<file path="src/rtl/dc_katsayi_cozucu.sv">
// JPEG DC coefficient rebuild: SSSS category plus serial amplitude bits, added to the running predictor.
// Result one edge after the last bit (kat=0: after the category); accepts a category only when kat_hazir_o, bits only when bit_hazir_o.
module dc_katsayi_cozucu #(
  parameter int KAT_W     = 4,
  parameter int KATSAYI_W = 12,
  parameter int MAKS_KAT  = 11
) (
  input  logic                 clk_i,
  input  logic                 rst_ni,
  input  logic                 kat_gecerli_i,
  input  logic [KAT_W-1:0]     kat_i,
  output logic                 kat_hazir_o,
  input  logic                 bit_gecerli_i,
  input  logic                 bit_i,
  output logic                 bit_hazir_o,
  input  logic                 ongorucu_sifirla_i,
  output logic [KATSAYI_W-1:0] dc_o,
  output logic                 dc_gecerli_o,
  output logic                 hata_o
);

  typedef enum logic [1:0] {
    BOS     = 2'd0,
    BIT_AL  = 2'd1,
    HESAPLA = 2'd2
  } durum_t;

  durum_t               r_durum;
  logic [KATSAYI_W-1:0] r_kaydirma;
  logic [KAT_W-1:0]     r_sayac;
  logic [KAT_W-1:0]     r_kat;
  logic [KATSAYI_W-1:0] r_ongorucu;
  logic [KATSAYI_W-1:0] r_dc;
  logic                 r_dc_gecerli;
  logic                 r_hata;

  logic [KATSAYI_W-1:0] w_maske;
  logic [KATSAYI_W-1:0] w_isaret_maske;
  logic                 w_pozitif;
  logic [KATSAYI_W-1:0] w_fark;
  logic [KATSAYI_W-1:0] w_taban;
  logic [KATSAYI_W-1:0] w_sonuc;
  logic                 w_bit_kabul;

  // w_maske = 2^s-1; its top set bit selects the amplitude MSB (bit s-1), empty for s=0.
  assign w_maske        = (KATSAYI_W'(1) << r_kat) - KATSAYI_W'(1);
  assign w_isaret_maske = w_maske ^ (w_maske >> 1);
  assign w_pozitif      = |(r_kaydirma & w_isaret_maske);
  assign w_fark         = (r_kat == '0) ? '0 :
                          (w_pozitif ? r_kaydirma : r_kaydirma - w_maske);
  assign w_taban        = ongorucu_sifirla_i ? '0 : r_ongorucu;
  assign w_sonuc        = w_taban + w_fark;

  assign w_bit_kabul = bit_gecerli_i && (r_durum == BIT_AL);

  always_ff @(posedge clk_i or negedge rst_ni) begin
    if (!rst_ni) begin
      r_durum      <= BOS;
      r_kaydirma   <= '0;
      r_sayac      <= '0;
      r_kat        <= '0;
      r_ongorucu   <= '0;
      r_dc         <= '0;
      r_dc_gecerli <= 1'b0;
      r_hata       <= 1'b0;
    end else begin
      r_dc_gecerli <= 1'b0;

      if (r_durum == HESAPLA) begin
        r_ongorucu <= w_sonuc;
      end else if (ongorucu_sifirla_i) begin
        r_ongorucu <= '0;
      end

      case (r_durum)
        BOS: begin
          if (kat_gecerli_i) begin
            if (kat_i > KAT_W'(MAKS_KAT)) begin
              r_hata <= 1'b1;
            end else begin
              r_kat      <= kat_i;
              r_sayac    <= kat_i;
              r_kaydirma <= '0;
              r_durum    <= (kat_i == '0) ? HESAPLA : BIT_AL;
            end
          end
        end
        BIT_AL: begin
          if (w_bit_kabul) begin
            r_kaydirma <= {r_kaydirma[KATSAYI_W-2:0], bit_i};
            r_sayac    <= r_sayac - KAT_W'(1);
            if (r_sayac == KAT_W'(1)) begin
              r_durum <= HESAPLA;
            end
          end
        end
        HESAPLA: begin
          r_dc         <= w_sonuc;
          r_dc_gecerli <= 1'b1;
          r_durum      <= BOS;
        end
        default: r_durum <= BOS;
      endcase
    end
  end

  assign kat_hazir_o  = (r_durum == BOS);
  assign bit_hazir_o  = (r_durum == BIT_AL);
  assign dc_o         = r_dc;
  assign dc_gecerli_o = r_dc_gecerli;
  assign hata_o       = r_hata;

endmodule

</file>
<file path="config.mk">
export PLATFORM = sky130hd
export DESIGN_NAME = dc_katsayi_cozucu
export DESIGN_NICKNAME = d
export VERILOG_FILES = /design/src/rtl/dc_katsayi_cozucu.sv
export SDC_FILE = /design/constraint.sdc
export NUM_CORES = 1
export LEC_CHECK = 0
export ABC_AREA = 1
export ABC_CLOCK_PERIOD_IN_PS = 4000
export BUFFER_PORTS_ARGS = -buffer_cell sky130_fd_sc_hd__buf_4
export CORE_ASPECT_RATIO = 1.5
export CORE_UTILIZATION = 25
export DETAILED_ROUTE_END_ITERATION = 6
export SLEW_MARGIN = 20
export SYNTH_ARGS = -nofsm -noshare
export SYNTH_HDL_FRONTEND = slang
export SYNTH_SLANG_ARGS = --single-unit
</file>
<file path="constraint.sdc">
create_clock -name clk_i -period 4 [get_ports clk_i]
set_input_delay 0.2 -clock clk_i [delete_from_list [all_inputs] [get_ports clk_i]]
set_output_delay 0.2 -clock clk_i [all_outputs]
set_load 0.01 [all_outputs]
</file>
# Yosys cells after proc, flatten, opt, wreduce, memory -nomap -nowiden
# Index checks and enable logic that the tools add are counted.
# totals
wordCells	53
register_bits	48
inputBits	10
# classes
eq_ne	7
magnitude_cmp	1
n_bitwise	3
shift	1
n_mux	19
n_addsub	4
n_reduce_logical	10
# op_table
cell	n
$mux 12	7
$pmux 12 s2	1
$add 12x12->12	1
$and 12x12->12	1
$mux 4	3
$reduce_or 12->1	1
$shl 1x4->12 const A	1
$sub 12x12->12	1
$sub 12x2->12 const B	1
$xor 12x11->12	1
$mux 2	5
$logic_not 4->1	2
$pmux 4 s2	1
$reduce_and 4->1	2
$reduce_and 3->1	2
$eq 4x1->1 const B	1
$gt 4x4->1 const B	1
$ne 2x1->1 const B	2
$ne 2x2->1 const B	2
$pmux 2 s2	1
$sub 4x1->4 const B	1
$eq 2x1->1 const B	1
$eq 2x2->1 const B	1
$logic_not 2->1	1
4 further kinds	4

# Longest topological paths before layout
# Gate-level depths: netlist (run 1).
# logic_depth
ltp_word	9
ltp_mapped	34
depth_no_buf	32

# Worst setup path after synthesis (run 1)
# Ideal clock, no wire load.
# synth_path
kind	reg-to-reg
startpoint	reg r_kat[2]
endpoint	reg r_dc[8], in the netlist dc_o[8]
path_slack_ps	-76
arrival_ps	3949
setup_time_ps	128
stages_incl_launch_ff	28
n_path_buf	1
synth_period_minus_slack_ps	4076
cell_sequence	dfrtp_1 -> buf_6 -> inv_2 -> nand2_2 -> nor2_1 -> inv_1 -> nor2_1 -> inv_1 -> ha_1 -> inv_1 -> nand2_1 -> nand2_1 -> ha_1 -> nand2_1 -> nand2_1 -> o21bai_1 -> or2_2 -> a21oi_1 -> a211oi_1 -> ha_1 -> a21oi_1 -> o21ai_0 -> a21oi_1 -> nor2_1 -> o21ai_0 -> nand2_1 -> o21ai_0 -> nand2_1
# synth_via
elab_chain_cells	8
elab_cells_between_ends	10
# synth_rtl
item	line_no	source
start, declared	31	logic [KAT_W-1:0] r_kat;
start signal, assigned	81	r_kat <= kat_i;
branches (longest 6 deep; another with $sub 12x2->12)	n/a	
$mux 12 (*)	49	assign w_fark = (r_kat == '0) ? '0 :
$add 12x12->12 (*)	52	assign w_sonuc = w_taban + w_fark;
end signal, assigned	98	r_dc <= w_sonuc;
end, declared	33	logic [KATSAYI_W-1:0] r_dc;
# Mark *: on every way between the ends.
# A chain may end at the register's enable or synchronous reset.

# Worst setup path in the final report (run 1)
# layout_path
startpoint	reg r_kat[1]
endpoint	reg r_dc[11], in the netlist dc_o[11]
# The elaborated chain is that of the path after synthesis.

==> impl_metrics.tcl, run 1 <==
set metrics [dict create \
    grt_usage_pct 13.8 \
    drt_wl_total_mm 9.92 \
    synthMuxAreaShare_pct 0 \
    clkPwrFrac_pct 12.7 \
    rsz0062_at_grt "yes" \
    yosysWarnings 0 \
    internal-power_mw 1.75 \
    report.final.hold_viol_count 0 \
    drt-vias-per-instance 4.83 \
    coreArea_sq_um 13900 \
    clockBufferDepth 2 \
    port-buffer-count 25 \
    synth_ff_type "dfrtp_1" \
    synth_xor_area_share_pct 1.97 \
    drc 0 \
    drt_iter0_markers 121 \
    status "finished, final reports clean" \
    crit_path_top_delay_cell "dfrtp_1" \
    tns_ns 0 \
    synthCells 510 \
    p_sw_mw 1.64 \
    max_freq_ghz 0.265 \
    min_path_type "in -> reg" \
    async_flop_share_pct 100 \
    wl_per_cell_um 13.7 \
    netlist_area_sq_um 3560 \
    antenna_left 0 \
    path_class "reg -> reg" \
    synth_seq_cells 48 \
    crit_arrival_ns 4.01 \
    cts_inserted_buffers 5 \
    post-place-ws_ns -0.0145 \
    max-slew-margin-rel_pct 35.0 \
    avgSynthCellArea_sq_um 6.98 \
    period_needed_ns 3.78 \
    die_area_sq_um 14700 \
    vdd_drop_max_v 0.000316 \
    place_congestion 0.826 \
    die_h_um 148 \
    reg2regPathDepth 31 \
    dr.pass1.iters 4 \
    setup_violations 0 \
    synth_top_family_by_area "simple AND/OR/NAND/NOR gates" \
    start_util_pct 25.6 \
    dp_cells 709 \
    clk_pin_slew_ns 0.07 \
    synth-simple-area-share_pct 31.1 \
    cts_tree "done" \
    hold_path_depth 3 \
    num_vias 3509 \
    area_delta_synth_final_pct 27.6 \
    antenna_found_initial 0 \
    crit_path_start_kind "flip-flop" \
    die_x_um 99.4 \
    end_kind "flip-flop" \
    p_total_mw 3.39 \
    pwr-share-comb_pct 64.8 \
    crit_path_max_fanout 6 \
    diodes 0 \
    grt_pass1_vias 3453 \
    grt_first_pass_wirelength_mm 16.1 \
    cts-root-buf "clkbuf_16" \
    maxSlewViolCount 0 \
    p_per_area_nw_per_um2 747 \
    seqPwrFrac_pct 22.5 \
    overflow 0 \
    synth-adder-area-share_pct 8.86 \
    drive_above_1_share_pct 24.1 \
    grt_max_degree 49 \
    nNetsFinal 594 \
    cp.required_ns 4.24 \
    cts.sinks 48 \
    htreeDepth 2 \
    cpPeakStageDelay_ns 0.41 \
    synth_cell_type_count 36 \
    synth_edf_count 0 \
    io_pins 26 \
    synth_fp_nets 544 \
    yosysSeqAreaShare_pct 33.8 \
    p_leak_nw 2.25 \
    dpl.hpwl_mm 7.21 \
    tightest_slew_ns 0.972 \
    clkLatencyLatePin_ns 0.30 \
    fin_crit_sh_pct 94.4 \
    cap_violations 0 \
    sw_frac_of_total_pct 48.4 \
    synth_compound_area_share_pct 14.4 \
    worst_slack_ns 0.224 \
    fin_cells 726 \
    row_count 53 \
    finClkSkew_ns 0.00722 \
]
## area by class of cell
class	instances	area, sq um
inverter	74	280
sequential	48	1200
multi-input combinational	376	2290
timing repair buffer	55	419
clock buffer	7	133
tap	165	206
fill	1495	9390
clock inverter	1	8.76
## synthesized netlist by cell type, drive strengths merged, types with 2 or more instances
library cell	number	area [sq um]
nor3	4	20.0
dfrtp	48	1200
clkbuf	7	26.3
nand4	8	50.1
a21oi	35	179
nand2	129	494
xnor2	5	43.8
nand3	56	300
ha	22	275
o21ai	38	190
or2	4	25.0
buf	6	48.8
o211ai	3	22.5
a211oi	5	37.5
nor2	47	191
xor2	3	26.3
inv	74	278
a31oi	2	12.5
o21bai	4	30.0
fa	2	40.0
## final timing paths
kind | startpoint | endpoint | slack (ns)
max in group asynchronous | rst_ni | r_kat[0]$_DFFE_PN0P_ | 3.07
worst max-delay path | r_kat[1]$_DFFE_PN0P_ | dc_o[11]$_DFFE_PN0P_ | 0.22
worst max register to register | r_kat[1]$_DFFE_PN0P_ | dc_o[11]$_DFFE_PN0P_ | 0.22
worst min register to register | dc_o[11]$_DFFE_PN0P_ | dc_o[11]$_DFFE_PN0P_ | 0.48
min in group asynchronous | rst_ni | r_sayac[2]$_DFFE_PN0P_ | 0.46
worst min-delay path | bit_i | r_kaydirma[0]$_DFFE_PN0P_ | 0.14
## flip-flops by register name (all words and copies together) (netlist names)
register      count
dc_gecerli_o      1
dc_o             12
hata_o            1
r_durum           2
r_kat             4
r_kaydirma       12
r_ongorucu       12
r_sayac           4
## worst max-delay path, delay by kind of cell, from the launching register on
kind	cells	cell delay [ns]
AND/OR/NAND/NOR	20	1.91
AO/OA/AOI/OAI	2	0.16
flip-flops	1	0.41
adder cells (fa/ha/maj)	3	0.80
XOR/XNOR	1	0.14
buffers and inverters	5	0.31
## routing by layer
layer,track usage [%],vias up,part of all wire (%)
met2,26.0,60,52
met4,5.66,0,4.3
met3,2.02,29,2.5
met1,15.2,1647,41
met5,0,-,0
li1,-,1773,-
## cell families after synthesis
kind of cell	count (synthesis)
and+or+nand+nor	251
AOI/OAI and AO/OA	92
buffers and inverters	87
DFF	48
adders and majority gates	24
xor gates and xnor gates	8
## through the flow
step | hold WS [ns] | utilization, % | area, sq um
finish | 0.138 | 32.6 | 4540
CTS | 0.139 | 30.2 | 4200
floorplan | -0.0956 | - | 3560
detailed placement | 0.275 | 29.0 | 4050
global placement | 0.268 | 29.0 | 4050
global route | 0.144 | 32.6 | 4540
## power by group through the flow
stage / clock [mW] / sequential [mW] / combinational, mW
finish: 0.429 / 0.763 / 2.20
global route: 0.460 / 0.784 / 2.47
CTS: 0.445 / 0.756 / 1.93
detailed placement: 0 / 0.764 / 1.90
global placement: 0 / 0.766 / 1.89
floorplan: 0 / 0.775 / 1.29
## repair_timing
item / CTS / global route
resized for setup: 4 / 71
hold buffers: 1 / 0
endpoints found under the setup margin: 5 / 17
cloned: 0 / 1
hold endpoints to repair: 48 / 0
setup buffers: 0 / 7
pin swaps: 0 / 33
## cells in the final DEF, fill, tap and decap left out, types with 4 or more instances in the layout
cell type  instances
inv_2             11
o21ai_0           28
inv_1             62
xnor2_1            4
nand2_1          112
ha_1              17
nand4_1            8
nor2_4             5
buf_4             53
clkbuf_16          5
a21oi_2            7
o21ai_1            9
nand3_2            9
a21oi_1           28
or2_2              4
dfrtp_1           47
o21bai_1           4
nand3_1           45
ha_4               4
nor2_1            42
nand2_2           14
Note: power is estimated with default switching activity, not from simulation.
==> run 2: changes to the inputs <==
--- a/config.mk
+++ b/config.mk
@@ -8,3 +8,3 @@
 export ABC_AREA = 1
-export ABC_CLOCK_PERIOD_IN_PS = 4000
+export ABC_CLOCK_PERIOD_IN_PS = 4600
 export BUFFER_PORTS_ARGS = -buffer_cell sky130_fd_sc_hd__buf_4
@@ -13,2 +13,3 @@
 export DETAILED_ROUTE_END_ITERATION = 6
+export HOLD_SLACK_MARGIN = 0.03
 export SLEW_MARGIN = 20
==> constraint.sdc (replaced) <==
create_clock -name clk_i -period 4.6 [get_ports clk_i]
set_input_delay 0 -clock clk_i [delete_from_list [all_inputs] [get_ports clk_i]]
set_output_delay 0 -clock clk_i [all_outputs]
set_load 0.01 [all_outputs]
==> run 2 against run 1 <==
  * Sequential power is 12% lower
  * Via count shrank 2.5%
  * Clock skew up 0.0037 ns
  * Flip-flop and latch count did not move
  * Critical endpoint is now dc_o[8]$_DFFE_PN0P_
  * Worst hold slack got worse by 0.049 ns
  * Critical path type unchanged
  * Total power decreased by 22%
  * Clock power is 12% lower
  * Highest routed layer unchanged
  * Combinational power fell by 28%
  * Routed wire length is 6.9% lower
==> impl_metrics.tcl, run 2 (same netlist as run 1, synthesis figures left out) <==
set metrics [dict create \
    status "finished, final reports clean" \
    cpPeakStageDelay_ns 0.46 \
    num_vias 3420 \
    max-slew-margin-rel_pct 36.4 \
    fin_area_sq_um 4220 \
    wl_per_cell_um 12.9 \
    path_class "reg -> reg" \
    post-route-util_pct 30.3 \
    mostFrequentLayoutCells "nand2_1 (125), inv_1 (69), nand3_1 (52), dfrtp_1 (46), nor2_1 (45)" \
    vdd_drop_max_v 0.000232 \
    antenna_left 0 \
    cts_tree "done" \
    cp.required_ns 4.78 \
    end_kind "flip-flop" \
    ff2ff_setup_slack_ns 0.48 \
    startpoint "r_kat[2]$_DFFE_PN0P_" \
    row_count 53 \
    nNetsFinal 582 \
    crit_path_max_fanout 6 \
    reg2regPathDepth 26 \
    report.final.hold_viol_count 0 \
    drc 0 \
    io_pins 26 \
    crit_arrival_ns 4.30 \
    crit_path_start_kind "flip-flop" \
    start_util_pct 25.6 \
    die_area_sq_um 14700 \
    maxSlewViolCount 0 \
    final_common_cell "nand2_1" \
    port-buffer-count 25 \
    htreeDepth 2 \
    drive_above_1_share_pct 13.1 \
    p_leak_nw 2.15 \
    fin_crit_sh_pct 89.6 \
    drt-vias-per-instance 4.79 \
    grt_max_degree 49 \
    cap_violations 0 \
    place_area_sq_um 3930 \
    p_per_area_nw_per_um2 627 \
    drt_iter0_markers 163 \
    clockBufferDepth 2 \
    coreArea_sq_um 13900 \
    clk_pin_slew_ns 0.07 \
    clkLatencyLatePin_ns 0.30 \
    cp.depth 26 \
    dr.pass1.iters 4 \
    cp_num_buf_inv 4 \
    place_congestion 0.848 \
    grt_pass1_vias 3384 \
    diodes 0 \
    cts-root-buf "clkbuf_16" \
    period_needed_ns 4.12 \
    worstReg2RegStart "r_kat[2]$_DFFE_PN0P_" \
    cts_inserted_buffers 5 \
    cp_top_family "compound AO/OA/AOI/OAI gates" \
    min_path_type "in -> reg" \
    antenna_found_initial 0 \
    max_freq_ghz 0.243 \
    setup_violations 0 \
    die_h_um 148 \
    cp_common_cell "nand2_1" \
    finClkSkew_ns 0.0109 \
    cts.sinks 48 \
    die_x_um 99.4 \
    crit_path_top_delay_cell "dfrtp_2" \
    overflow 0 \
    rsz0062_at_grt "no" \
    tightest_slew_ns 0.952 \
    grt_usage_pct 13.5 \
    grt_first_pass_wirelength_mm 15.9 \
    dpl.hpwl_mm 6.96 \
    whs_ns 0.0892 \
    drt_wl_total_mm 9.23 \
    tns_ns 0 \
    crit_end "dc_o[8]$_DFFE_PN0P_" \
    area_delta_synth_final_pct 18.5 \
    r2r-end "dc_o[8]$_DFFE_PN0P_" \
]
==> run 2: changes by cell type in the layout (fill, tap and decap cells not counted), sizes merged <==
cell and change:
clkbuf -2, inv +1, clkinvlp +1, nand3 -1, buf -18, dlygate4sd3 +7
==> run 2: layout make-up <==
type                    count  area [sq um]
flip-flops and latches     48          1200
fillers                  1526          9710
well taps                 165           206
clock inverters             3          21.3
multi-input cells         375          2030
repair buffers             44           350
clock buffers               5           125
inverters                  74           278
==> run 2: per-layer routing <==
metal,vias to the layer above,wire length (um),GRT usage [%]
met5,-,0,0
met4,0,221,5.44
met3,18,226,1.88
met2,46,4890,25.6
met1,1606,3900,14.9
li1,1750,-,-
==> run 2: worst min path at each step <==
stage,from,endpoint,slack (ns),cells after the start
after CTS,ongorucu_sifirla_i,r_ongorucu[8]$_DFF_PN0_,0.09,4
after global placement,rst_ni,r_sayac[3]$_DFFE_PN0P_,0.07,1
after global routing,ongorucu_sifirla_i,r_ongorucu[2]$_DFF_PN0_,0.12,4
after detailed placement,rst_ni,r_sayac[3]$_DFFE_PN0P_,0.08,1
after floorplan,rst_ni,dc_gecerli_o$_DFF_PN0_,-0.30,0
final,ongorucu_sifirla_i,r_ongorucu[2]$_DFF_PN0_,0.09,4
==> run 2: worst register-to-register path: cells and delay by family (launching register included) <==
kind / cells / cell delay, ns
fa+ha+maj: 3 / 0.76
flops: 1 / 0.46
simple gates: 11 / 1.09
compound gates: 8 / 1.34
buf+inv: 4 / 0.36
==> run 2: per-stage QoR <==
stage / power, mW / std cells / setup WS, ns
6_report: 2.64 / 714 / 0.476
5_1_grt: 2.93 / 714 / 0.0340
4_1_cts: 2.61 / 710 / 0.306
3_5_place_dp: 2.21 / 694 / 0.326
3_3_place_gp: 2.21 / 694 / 0.367
2_1_floorplan: 1.80 / 510 / 0.524
==> run 2: power breakdown <==
group	internal (mW)	total, mW	leakage, nW	switching [mW]
logic	0.595	1.59	1.46	0.996
registers	0.568	0.675	0.621	0.107
clock network	0.203	0.377	0.0702	0.174
==> run 2: repair_timing <==
| action | in CTS | in global routing |
|---|---|---|
| endpoints found under the hold margin | 56 | 0 |
| hold buffers | 8 | 0 |
| setup buffers | 0 | 4 |
| resized for setup | 0 | 9 |
| endpoints found under the setup margin | 0 | 8 |
